$ cat config.mk
export PLATFORM = sky130hd
export DESIGN_NAME = time_param_timer
export DESIGN_NICKNAME = d
export VERILOG_FILES = /design/src/rtl/time_param_timer.sv
export SDC_FILE = /design/constraint.sdc
export NUM_CORES = 1
export LEC_CHECK = 0
export ABC_AREA = 0
export CAP_MARGIN = 0
export CORE_ASPECT_RATIO = 1.1
export CORE_MARGIN = 5
export CORE_UTILIZATION = 45
export DETAILED_ROUTE_END_ITERATION = 6
export GPL_TIMING_DRIVEN = 0
export PLACE_DENSITY = 0.7
export SLEW_MARGIN = 20
export SYNTH_ARGS = -nofsm -noshare
export SYNTH_HDL_FRONTEND = slang
export SYNTH_SLANG_ARGS = --single-unit
export TNS_END_PERCENT = 100
$ cat constraint.sdc
create_clock -name clk -period 1.42 [get_ports clk]
set_input_delay 0.142 -clock clk [delete_from_list [all_inputs] [get_ports clk]]
set_output_delay 0.142 -clock clk [all_outputs]
set_load 0.01 [all_outputs]
$ cat src/rtl/time_param_timer.sv
// time_param_timer
//   Bank of NUM_PARAMS programmable time parameters feeding a single
//   countdown timer. Software writes a parameter, then starts the timer
//   on one of them. The countdown decrements on each time-base tick.
//   It pulses 'expired' for one cycle when it runs out naturally.
//
// Ports
//   clk                      rising-edge clock
//   reset_n                  synchronous, active-low reset
//   reprogram                parameter write enable
//   time_parameter_selector  parameter index to write
//   time_value               write data
//   interval                 parameter index for readback and timer start
//   start_timer              load countdown from param[interval] and run
//   cancel                   abort countdown (no expired pulse)
//   tick                     one-clk time-base strobe
//   value                    combinational readback of param[interval]
//   count                    remaining count (registered)
//   busy                     high while counting (registered)
//   expired                  one-cycle pulse on natural expiry (registered)
//   active_interval          index latched at the last start (registered)
module time_param_timer #(
  parameter int WIDTH      = 4,
  parameter int NUM_PARAMS = 4,
  parameter int SEL_W      = $clog2(NUM_PARAMS),
  parameter logic [NUM_PARAMS*WIDTH-1:0] DEFAULTS = {4'hA, 4'hF, 4'h8, 4'h6}
) (
  input  logic             clk,
  input  logic             reset_n,
  input  logic             reprogram,
  input  logic [SEL_W-1:0] time_parameter_selector,
  input  logic [WIDTH-1:0] time_value,
  input  logic [SEL_W-1:0] interval,
  input  logic             start_timer,
  input  logic             cancel,
  input  logic             tick,
  output logic [WIDTH-1:0] value,
  output logic [WIDTH-1:0] count,
  output logic             busy,
  output logic             expired,
  output logic [SEL_W-1:0] active_interval
);

  typedef enum logic {IDLE = 1'b0, RUN = 1'b1} state_t;

  state_t           state;
  logic [WIDTH-1:0] param [NUM_PARAMS];
  logic             wr_sel_ok;
  logic             rd_sel_ok;
  logic [WIDTH-1:0] load_val;

  assign wr_sel_ok = 32'(time_parameter_selector) < 32'(NUM_PARAMS);
  assign rd_sel_ok = 32'(interval) < 32'(NUM_PARAMS);

  always_comb begin
    value = '0;
    if (rd_sel_ok) value = param[interval];
  end

  // A write to the parameter being started in the same cycle is forwarded,
  // so the countdown sees the new value rather than the stale register.
  always_comb begin
    load_val = value;
    if (reprogram && wr_sel_ok && (time_parameter_selector == interval))
      load_val = time_value;
  end

  always_ff @(posedge clk) begin
    if (!reset_n) begin
      for (int i = 0; i < NUM_PARAMS; i++)
        param[i] <= DEFAULTS[i*WIDTH +: WIDTH];
      state           <= IDLE;
      busy            <= 1'b0;
      count           <= '0;
      expired         <= 1'b0;
      active_interval <= '0;
    end else begin
      // Parameter writes are independent of the countdown; the running
      // count is a private copy, so rewriting its source has no effect.
      for (int i = 0; i < NUM_PARAMS; i++)
        if (reprogram && (time_parameter_selector == SEL_W'(i)))
          param[i] <= time_value;

      expired <= 1'b0;

      if (cancel) begin
        state <= IDLE;
        busy  <= 1'b0;
        count <= '0;
      end else if (start_timer) begin
        active_interval <= interval;
        count           <= load_val;
        if (load_val != '0) begin
          state <= RUN;
          busy  <= 1'b1;
        end else begin
          // A zero-length interval expires immediately.
          state   <= IDLE;
          busy    <= 1'b0;
          expired <= 1'b1;
        end
      end else if ((state == RUN) && tick) begin
        if (count <= WIDTH'(1)) begin
          state   <= IDLE;
          busy    <= 1'b0;
          count   <= '0;
          expired <= 1'b1;
        end else begin
          count <= count - WIDTH'(1);
        end
      end
    end
  end

endmodule

# Yosys cells after proc, flatten, opt, wreduce, memory -nomap -nowiden

Memory sizes are Yosys's and may differ from the RTL's.
Cells that the tools add are included.
Widths: inputs -> output; s select.

Bitwise operators: 6
Order comparisons: 1
Reductions and logical operators: 13
Mux-type cells: 29
Eq/ne operators: 4
$add $sub $neg: 1

Operators by type and width:

| cell                | count |
|---|---|
| $mux 4              | 8 |
| $mux 1              | 21 |
| $logic_and 1x1->1   | 6 |
| $eq 2x2->1 const B  | 2 |
| $le 4x1->1 const B  | 1 |
| $or 1x1->1          | 4 |
| $reduce_and 2->1    | 2 |
| $reduce_bool 2->1   | 2 |
| $reduce_bool 4->1   | 1 |
| $sub 4x1->4 const B | 1 |
| $eq 2x1->1 const B  | 1 |
| $eq 2x2->1          | 1 |
| $logic_not 2->1     | 1 |
| $not 1->1           | 2 |
| $reduce_or 2->1     | 1 |

Logic and storage cells: 59
Flip-flop bits (word level): 8
Memories: 1
RAM bits: 16
Input port bits: 14

Memory list:

| name  | depth | bits a word | read ports | clocked after Yosys merged registers in | wr ports | line | text |
|---|---|---|---|---|---|---|---|
| param | 4     | 4           | 1          | 0                                       | 4        | 47   | `logic [WIDTH-1:0] param [NUM_PARAMS];` |

# Longest topological paths before layout

Depth in word-level cells: 6
Depth in mapped cells: 6
Mapped depth without buffers: 6

# Worst setup path before layout

Ideal clock, no wire load.

Path kind: register -> register
From: register count[0]
To: register count[0]
Required time: 1.350 ns
Setup slack: -0.203 ns
Setup time: 0.070 ns
Clock period less this slack: 1.623 ns
Arrival time: 1.553 ns
Cell stages (with the launch flop): 7
Buffers on the path: 0
Cell sequence: dfxtp_1 > inv_1 > ha_1 > or2_2 > a2111oi_0 > a21oi_1 > a21oi_1

Cells in the longest elaborated chain, start to end: 4

RTL lines:

| element                                   | line     | text |
|---|---|---|
| start, declared                           | 38       | `output logic [WIDTH-1:0] count,` |
| start signal, assigned                    | 92       | `count <= load_val;` |
| start signal, assigned                    | 109      | `count <= count - WIDTH'(1);` |
| $sub 4x1->4 or $le 4x1->1 (tied branches) | 109, 103 |  |
| $mux 4 *                                  | 103      | `if (count <= WIDTH'(1)) begin` |
| $mux 4 *                                  | 102      | `end else if ((state == RUN) && tick) begin` |
| $mux 4 *                                  | 90       | `end else if (start_timer) begin` |

Every way passes the cells marked *; elsewhere a longest branch is shown, timed or not. The select of a mux whose other input is x is not followed.
A chain may end at the register's enable or synchronous reset.

# Worst setup path in the final report

From: memory param[0][3]
To: register state

Cells in the longest elaborated chain, start to end: 5

RTL lines:

| element              | line | text |
|---|---|---|
| start, declared      | 47   |  |
| $mem_v2 4x4          | -    |  |
| $mux 4               | 64   | `if (reprogram && wr_sel_ok && (time_parameter_selector == interval))` |
| $reduce_bool 4->1    | 93   | `if (load_val != '0) begin` |
| $mux 1               | 93   |  |
| $mux 1               | 90   |  |
| end signal, assigned | 72   | `state <= IDLE;` |
| end signal, assigned | 94   | `state <= RUN;` |
| end signal, assigned | 98   | `state <= IDLE;` |
| end, declared        | 46   | `state_t state;` |

Every way passes these cells.

==> results by group <==
Floorplanning
  – Chip width: 62.3 um
  – Die Ht: 67.5 um
  – Die area: 0.00421 mm2
  – Row count: 20
  – Core box area: 0.00283 mm2
  – Ports: 26
  – Starting density of the core: 0.479

Routing
  – Final ANT Viol Nets: 0
  – Ratio of routed vias to standard cells: 5.81
  – Drt first pass iters: 4
  – DR vias: 1092
  – DRC viols: 0
  – Post-DR wirelength/cell: between 15 and 20 um
  – Total Wirelength: roughly 3.2 mm
  – Initial DRC Count: 49

Place
  – Placement Setup Slack: -0.402 ns
  – Number of port buffers: 21
  – Final RePlAce weighted congestion: around 0.75
  – Placement Cell Area: 0.00162 mm2
  – HPWL Detailed: approximately 2.5 mm

Worst setup path
  – R2R Setup Slk: -0.23 ns
  – Kind of critical path: reg2reg
  – Slowest stage delay, CP: 0.50 ns
  – Element type at the critical path start: flip-flop
  – Reg-to-reg startpoint: param[0][3]
  – Crit path from: param[0][3]
  – R2r endpoint: state
  – Worst path slowest cell: mux4_2
  – Arrival @ worst endpoint: 1.87 ns
  – Worst Path Max Fanout: 2
  – CP endpoint: state
  – CP cell instances: mux4_2, a311o_1, a22oi_2, o22ai_1
  – CP required: 1.64 ns
  – Worst setup EP type: flip-flop
  – Worst reg2reg path depth: 4

STA
  – Worst setup margin: -0.231 ns
  – Tcrit/Tclk final: 1.16
  – RSZ-0062 raised after global routing: true
  – Worst Hold Margin: 0.171 ns
  – Slew Limit Fails: 0
  – Setup tns final: -1.01 ns
  – Post-layout minimum cycle time: ~1.7 ns
  – Number of hold violations in the final report: 0
  – Worst Skew: ~0.004 ns
  – Setup Viol. Count Final: 8
  – Relative slew margins: 0.627
  – Fmax: 606 MHz
  – Least-Margin Pin Slew: 0.555 ns

Power and ir drop
  – Worst VDD drop: around 560 uV
  – P_leak: 0.631 nW
  – Pwr Density: 863 mW/mm2

Synthesis
  – Prevailing post-synth register cell: edfxtp_1
  – Async S/R FF share, synth: 0
  – Syn. warnings: 0
  – Synth unique cells: 36
  – Sequential fraction of the synthesis area: 0.473
  – EDFF count, synth: 16
  – Mapped Cells: between 100 and 150
  – Mapped Nets: 141
  – Synth Cell Area: 0.00135 mm2
  – Mean area per synthesized cell: 10.8 um2
  – Number of synthesized register bits: 24

Clock tree
  – Worst-path clk slew: 0.13 ns
  – H-tree levels: 1
  – Max clock buf depth: 2
  – Clk Latency, worst-skew pair: 0.32 ns
  – Clk sinks: 24
  – Post-CTS Hold Buffers: 0
  – CTS Root Cell: clkbuf_4
  – Inserted Clock Buffers: 3
  – CTS tree: built

Global routing
  – Total track usage: 0.159
  – Vias in the first global route: 1131
  – First-pass GRT wire length: roughly 5.3 mm
  – Pin count of the biggest net entering global routing: 14
  – Initial antenna violation count: 0
  – Congestion Overflow GR: 0

Final layout
  – Synth-to-Final Area Change: 29.1%
  – Final core utilization: 0.618
  – Fraction of layout cells with a size suffix above 1: 0.271
  – Design area: 0.00175 mm2
  – N_diodes: 0
  – NumNets Final: 172
  – Fillcell total: 258

Flow run
  – Max-cap violations: 0

Worst hold path
  – Hold Crit Class: in2reg
  – HP Start: interval[0]

Run status
  – Status: complete, but fails checks
  – Failing checks: setup timing
[layer usage]
layer / global-route usage / share of wire / up-vias
met5: 0 / 0 / -
met2: 0.320 / 0.58 / 32
met1: 0.168 / 0.37 / 524
met3: 0.0266 / 0.040 / 6
li1: - / - / 530
met4: 0.0531 / 0.011 / 0
[sequential cells by signal, summed over array words and instances (netlist names)]
signal	flops
active_interval	2
count	4
state	1
expired	1
param	16
[synth_stat cells, types with 3 or more instances]
cell type | n | area (um2)
mux2i_1 | 3 | 30.0
a21oi_1 | 5 | 25.0
dfxtp_1 | 8 | 160
nand2_1 | 7 | 26.3
a211oi_1 | 3 | 22.5
edfxtp_1 | 16 | 480
nand4_1 | 3 | 18.8
nor2b_1 | 5 | 31.3
nor2_1 | 6 | 22.5
inv_1 | 3 | 11.3
clkbuf_1 | 6 | 22.5
nand3_1 | 3 | 15.0
mux4_2 | 4 | 90.1
nand2b_1 | 4 | 25.0
or2_2 | 7 | 43.8
and4_1 | 3 | 26.3
and2_1 | 7 | 43.8
o21ai_0 | 5 | 25.0
[cell type report]
class	instances	area [um2]	share of cell area
Inverter	3	11.3	0.00644
Multi-Input combinational cell	91	724	0.414
Clock buffer	4	26.3	0.0150
Timing Repair Buffer	26	254	0.145
Tap cell	33	41.3	0.0236
Sequential cell	24	651	0.372
Buffer	7	40.0	0.0229
[cells by family (layout without fill, tap and decap cells)]
| group | count (synthesis) | in the layout | share of synthesized area |
|---|---|---|---|
| adder cells (fa/ha/maj) | 2 | 2 | 0.0185 |
| flip-flops | 24 | 24 | 0.473 |
| AND/OR/NAND/NOR | 52 | 52 | 0.226 |
| buffers and inverters | 10 | 40 | 0.0333 |
| AO/OA/AOI/OAI | 26 | 26 | 0.134 |
| XOR/XNOR | 4 | 4 | 0.0259 |
| multiplexers | 7 | 7 | 0.0887 |
[power by group]
group | total [mW] | internal [mW] | switching, mW
Combinational | 0.379 | 0.185 | 0.193
Clock | 0.319 | 0.110 | 0.209
Sequential | 0.810 | 0.790 | 0.0199
Total | 1.51 | 1.09 | 0.422
[placed cells by master (no fill, tap or decap), types with 2 or more instances in the layout]
cell type / n
inv_1: 2
clkbuf_1: 4
buf_4: 4
and4_1: 3
mux4_2: 4
a211oi_1: 2
dfxtp_2: 2
or2_2: 6
nor2_1: 6
o31a_1: 2
ha_2: 2
clkdlybuf4s50_1: 14
clkbuf_2: 2
nand3_1: 3
xnor2_1: 2
o21ai_0: 2
edfxtp_1: 16
o21ai_1: 3
nor2b_1: 5
nand2b_1: 4
nand4_1: 3
nor3b_1: 2
and2_1: 7
nor3_1: 2
xor2_1: 2
dfxtp_4: 2
buf_6: 5
clkbuf_4: 4
mux2i_1: 3
dlymetal6s2s_1: 2
a21oi_1: 3
dfxtp_1: 4
nand2_1: 7
a311o_1: 2
[per-stage QoR]
stage	instances	total power, mW
detailed placement	179	1.16
CTS	187	1.50
global placement	179	1.14
finish	188	1.51
floorplan	125	1.02
global route	188	1.58
[how the worst min path moves through the flow]
stage	endpoint	slack, ns	depth (start not counted)
floorplan	param[0][1]	0.32	1
global placement	active_interval[0]	0.48	3
detailed placement	state	0.49	2
CTS	active_interval[0]	0.18	3
global route	active_interval[0]	0.18	3
finish	active_interval[0]	0.17	3
[worst max-delay path: cells and delay by family, from the launching register on]
family | cells | cell delay [ns]
multiplexers | 1 | 0.50
flip-flops | 1 | 0.40
AO/OA/AOI/OAI | 3 | 0.65
[timing repair]
| item | in CTS | in global routing |
|---|---|---|
| buffers inserted | 4 | 1 |
| hold endpoints to repair | 0 | 0 |
| gates resized for setup | 36 | 9 |
| pin swaps | 4 | 1 |
| endpoints found under the setup margin | 18 | 18 |
No activity file was read; power rests on OpenSTA's default activity.
